File: config.mk
export PLATFORM = sky130hd
export DESIGN_NAME = header_sync_ctrl
export DESIGN_NICKNAME = d
export VERILOG_FILES = /design/src/rtl/header_pkg.sv /design/src/rtl/header_sync_ctrl.sv
export SDC_FILE = /design/constraint.sdc
export NUM_CORES = 1
export LEC_CHECK = 0
export BUFFER_PORTS_ARGS = -buffer_cell sky130_fd_sc_hd__buf_2
export CAP_MARGIN = 20
export CORE_MARGIN = 4
export CORE_UTILIZATION = 48
export CTS_CLUSTER_DIAMETER = 150
export DETAILED_ROUTE_END_ITERATION = 10
export GPL_TIMING_DRIVEN = 0
export PLACE_DENSITY = 0.74
export SETUP_SLACK_MARGIN = 0.2
export SYNTH_ARGS = -nofsm -noshare
export SYNTH_HDL_FRONTEND = slang
export SYNTH_SLANG_ARGS = --single-unit
File: constraint.sdc
create_clock -name clk -period 1.5 [get_ports clk]
set_input_delay 0.075 -clock clk [delete_from_list [all_inputs] [get_ports clk]]
set_output_delay 0.075 -clock clk [all_outputs]
set_load 0.005 [all_outputs]
File: src/rtl/header_pkg.sv
// Shared types and constants for the byte-stream header sync path.
package header_pkg;

  typedef enum logic [1:0] {
    HUNT    = 2'd0,
    EXP_B   = 2'd1,
    EXP_A   = 2'd2,
    PAYLOAD = 2'd3
  } hdr_state_e;

  localparam logic [7:0] HDR_A_DEF = 8'h55;
  localparam logic [7:0] HDR_B_DEF = 8'hD5;

  // Bits needed to hold values 0..max_val inclusive.
  function automatic int cnt_w(input int max_val);
    return (max_val < 1) ? 1 : $clog2(max_val + 1);
  endfunction

endpackage

File: src/rtl/header_sync_ctrl.sv
// Preamble hunter / framer: locks after HDR_REPS {HDR_A,HDR_B} pairs, then
// gates PLD_LEN payload bytes out with sof/eof and returns to hunting.
module header_sync_ctrl
  import header_pkg::*;
#(
  parameter logic [7:0] HDR_A    = HDR_A_DEF,
  parameter logic [7:0] HDR_B    = HDR_B_DEF,
  parameter int         HDR_REPS = 5,
  parameter int         PLD_LEN  = 16,
  parameter int         ERR_W    = 8
) (
  input  logic             clk,
  input  logic             rst_n,
  input  logic             en,
  input  logic [7:0]       din,
  input  logic             din_vld,
  output logic [7:0]       dout,
  output logic             dout_vld,
  output logic             dout_sof,
  output logic             dout_eof,
  output logic             hdr_det,
  output logic             locked,
  output logic [ERR_W-1:0] err_cnt
);

  localparam int RW = cnt_w(HDR_REPS);
  localparam int PW = cnt_w(PLD_LEN);
  localparam logic [RW-1:0] REP_LAST = RW'(HDR_REPS - 1);
  localparam logic [PW-1:0] PLD_LAST = PW'(PLD_LEN - 1);

  hdr_state_e    state, state_nxt;
  logic [RW-1:0] rep_cnt, rep_nxt;
  logic [PW-1:0] pld_cnt, pld_nxt;
  logic          err_inc, hdr_nxt, ovld_nxt, sof_nxt, eof_nxt;

  // Next-state and next-output decode; only qualified bytes advance anything.
  always_comb begin
    state_nxt = state;
    rep_nxt   = rep_cnt;
    pld_nxt   = pld_cnt;
    err_inc   = 1'b0;
    hdr_nxt   = 1'b0;
    ovld_nxt  = 1'b0;
    sof_nxt   = 1'b0;
    eof_nxt   = 1'b0;
    if (!en) begin
      // Abort: truncated frames are dropped silently, not counted as errors.
      state_nxt = HUNT;
      rep_nxt   = '0;
      pld_nxt   = '0;
    end else if (din_vld) begin
      unique case (state)
        HUNT: begin
          if (din == HDR_A) state_nxt = EXP_B;
        end
        EXP_B: begin
          if (din == HDR_B) begin
            if (rep_cnt == REP_LAST) begin
              rep_nxt   = '0;
              hdr_nxt   = 1'b1;
              state_nxt = PAYLOAD;
            end else begin
              rep_nxt   = rep_cnt + RW'(1);
              state_nxt = EXP_A;
            end
          end else begin
            err_inc   = 1'b1;
            rep_nxt   = '0;
            // A stray HDR_A may be the start of a fresh preamble: resync on it.
            state_nxt = (din == HDR_A) ? EXP_B : HUNT;
          end
        end
        EXP_A: begin
          if (din == HDR_A) begin
            state_nxt = EXP_B;
          end else begin
            err_inc   = 1'b1;
            rep_nxt   = '0;
            state_nxt = HUNT;
          end
        end
        PAYLOAD: begin
          // Header bytes inside the payload are plain data.
          ovld_nxt = 1'b1;
          sof_nxt  = (pld_cnt == '0);
          if (pld_cnt == PLD_LAST) begin
            eof_nxt   = 1'b1;
            pld_nxt   = '0;
            state_nxt = HUNT;
          end else begin
            pld_nxt = pld_cnt + PW'(1);
          end
        end
        default: state_nxt = HUNT;
      endcase
    end
  end

  // State, counters and all registered outputs.
  always_ff @(posedge clk or negedge rst_n) begin
    if (!rst_n) begin
      state    <= HUNT;
      rep_cnt  <= '0;
      pld_cnt  <= '0;
      dout     <= '0;
      dout_vld <= 1'b0;
      dout_sof <= 1'b0;
      dout_eof <= 1'b0;
      hdr_det  <= 1'b0;
      locked   <= 1'b0;
      err_cnt  <= '0;
    end else begin
      state    <= state_nxt;
      rep_cnt  <= rep_nxt;
      pld_cnt  <= pld_nxt;
      if (ovld_nxt) dout <= din;
      dout_vld <= ovld_nxt;
      dout_sof <= sof_nxt;
      dout_eof <= eof_nxt;
      hdr_det  <= hdr_nxt;
      locked   <= (state_nxt == PAYLOAD);
      if (err_inc && (err_cnt != '1)) err_cnt <= err_cnt + ERR_W'(1);
    end
  end

endmodule

==> impl_metrics.ini <==
[yosys]
synthesis.area_um2 = 1580
avgSynthCellArea_um2 = 11.1
synth_ff_type = dfrtp_1
synthDistinctLibCells = 43
async_reset_ff_share_pct = 100
syn_nets = 164
ys_seq_elements = 31
yosys_warnings = 0
synth_edf_count = 0
syn-instance-count = 143
ys_seq_area_share_pct = 49.1

[layout]
diodes = 0
nets = 218
drive_above_1_share_pct = 42.1
area_delta_synth_final_pct = 34.3
final_cells = 241

[critical_path]
crit_arrival_ps = 1850
slowest_delay_ps = 450
crit_chain = inv_2 > ha_4 > o2111a_1 > o221ai_4 > mux2_4
cp_num_buf_inv = 1
start_kind = register
cpLargestDelayFamily = flip-flops
path_max_fanout = 8
path_class = register to register
cpMaxStageDelayCell = dfrtp_2
required_ps = 1710
critPathCaptureType = register

[clock_network]
cts_max_level = 2
clk_path_buf_depth = 2
tritoncts = done
insertion_delay_ps = 320
cts_buffers = 5
clk_root_buffer_cell = clkbuf_4
path_clk_slew_ps = 90
cts.sinks = 31

[detailed_routing]
dr_total_vias = 1270
wl_um = 3330
vias_per_cell = 5.27
drtIter0Drc = 91
avgRoutedWirePerCell_um = 13.8
drt.antenna.violating_nets = 0
firstDrtPassIters = 4
remaining_drc_errors = 0

[status]
status = finished, violations left
violations = setup timing

[power]
pwr-share-comb_pct = 6.1
p_per_area_nw_per_um2 = 660
power_switching_mw = 0.305
clkPwrFrac_pct = 33.8
leakagePower_nw = 1.06
pwr-share-seq_pct = 60.1
internal_power_mw = 1.10
p_sw_share_pct = 21.7
peakVddDrop_mv = 0.456

[sta]
slew_headroom_pct = 54.8
tightest_slew_ps = 677
setup_viol = 18
period_needed_ps = 1640
post-route-period-util_pct = 109
fin_ws_ps = -136
whs_ps = 69.6
rsz0062_at_grt = yes
timing.final.hold_violations = 0
timing.fmax_ghz = 0.611
finClkSkew_ps = 6.14
slew_violations = 0

[place]
dp_hpwl_um = 2190
gp_congestion = 0.898
placed_cells = 218
port_buffers = 31
place_ws_ps = -158

[floorplan]
die_h_um = 65.4
num_rows = 20
core_area_um2 = 3100
start_util_pct = 51.0
ios = 33
die_w_um = 65.4
die-area_um2 = 4280

[global_routing]
grt_overflow = 0
grt_first_pass_wirelength_um = 5310
grt_pass1_vias = 1168
grtUsageTotal_pct = 16.4
grt_max_degree = 32
antenna_found_initial = 0

[hold_path]
hold_class = input port to register

[run]
drv_cap = 0
[tightest hold or removal path, delay by kind of cell]
family | cells | cell delay [ps]
buf+inv | 1 | 160
simple gates | 2 | 130
[cell type report]
class | instances | area, um^2
fill | 243 | 978
multi-input combinational | 99 | 863
sequential | 31 | 777
timing repair buffer | 47 | 310
tap | 44 | 55.1
clock buffer | 6 | 51.3
inverter | 9 | 33.8
buffer | 4 | 28.8
clock inverter | 1 | 5.00
[timing repair]
action	CTS	global route
setup endpoints to repair	27	30
resized for setup	11	7
pin swaps	1	6
endpoints found under the hold margin	37	2
setup buffers	6	1
hold buffers	7	2
[logic make-up after synthesis]
| kind of cell | share of synthesized area [%] |
|---|---|
| and+or+nand+nor | 17.6 |
| DFF | 49.1 |
| AOI/OAI and AO/OA | 11.6 |
| buffers and inverters | 3.48 |
| muxes | 6.65 |
| adders and majority gates | 7.12 |
| xor gates and xnor gates | 4.43 |
[cells in the mapped netlist, types with 2 or more instances]
master	count	area share, %
a21oi_1	4	1.3
inv_1	9	2.1
nor2b_1	2	0.79
dfrtp_1	31	49
xnor2_1	2	1.1
nand4_1	2	0.79
nor2_1	9	2.1
nand3_1	9	2.8
a21boi_0	2	0.95
a31oi_1	2	0.79
o21ai_0	4	1.3
nand2_1	12	2.8
nor3_1	4	1.3
xor2_1	6	3.3
mux2_2	8	5.7
ha_1	9	7.1
nand4b_1	2	1.1
[state kept, by name, indices dropped and copies added, names as in the netlist, 2 cells and up]
| signal | flops |
|---|---|
| rep_cnt | 3 |
| state | 2 |
| err_cnt | 8 |
| pld_cnt | 5 |
| dout | 8 |
[final timing paths]
path	start	end	slack, ps	cells past startpoint
setup / recovery	state[0]$_DFF_PN0_	err_cnt[1]$_DFFE_PN0P_	-140	5
hold / removal	din_vld	hdr_det$_DFF_PN0_	70	3
setup reg to reg	state[0]$_DFF_PN0_	err_cnt[1]$_DFFE_PN0P_	-140	5
hold reg to reg	err_cnt[6]$_DFFE_PN0P_	err_cnt[6]$_DFFE_PN0P_	490	1
max in group asynchronous	rst_n	state[0]$_DFF_PN0_	710	2
min in group asynchronous	rst_n	dout[1]$_DFFE_PN0P_	320	2
[power by group through the flow]
stage	sequential, mW	clock, mW	combinational [mW]
floorplan	0.859	0	0.0231
global placement	0.858	0	0.0643
detailed placement	0.858	0	0.0662
CTS	0.842	0.502	0.0812
global route	0.843	0.546	0.0941
finish	0.842	0.474	0.0851
[stage by stage]
step                      area, um^2  power (mW)  utilization [%]  TNS, ps
after global routing            2120        1.48             68.5    -3290
after detailed placement        1830       0.925             59.0    -1630
after CTS                       2070        1.43             66.7    -1410
after global placement          1830       0.922             59.0    -1330
after floorplan                 1620       0.882                -   -0.425
final                           2120        1.40             68.5    -1610
[layout by cell type (no fill, tap or decap), types with 2 or more instances in the layout]
| master | n |
|---|---|
| a21boi_0 | 2 |
| inv_2 | 2 |
| a21oi_1 | 2 |
| xnor2_1 | 2 |
| ha_1 | 4 |
| nand4_1 | 2 |
| xor2_1 | 6 |
| nand2_1 | 11 |
| buf_4 | 6 |
| dlygate4sd3_1 | 9 |
| buf_2 | 32 |
| nand4b_1 | 2 |
| nor2_1 | 9 |
| clkbuf_4 | 5 |
| nor3_2 | 3 |
| a31oi_1 | 2 |
| inv_1 | 7 |
| ha_4 | 3 |
| dfrtp_1 | 30 |
| mux2_4 | 8 |
| a21oi_2 | 2 |
| nand3_1 | 8 |
| o21ai_1 | 2 |
| o21ai_0 | 2 |
| ha_2 | 2 |
[layer usage]
layer / part of all wire [%] / global-route usage (%)
met1: 44 / 20.4
met2: 46 / 25.8
met3: 7.4 / 5.64
met4: 2.3 / 6.99
met5: 0 / 0
Note: power is estimated with default switching activity, not from simulation.
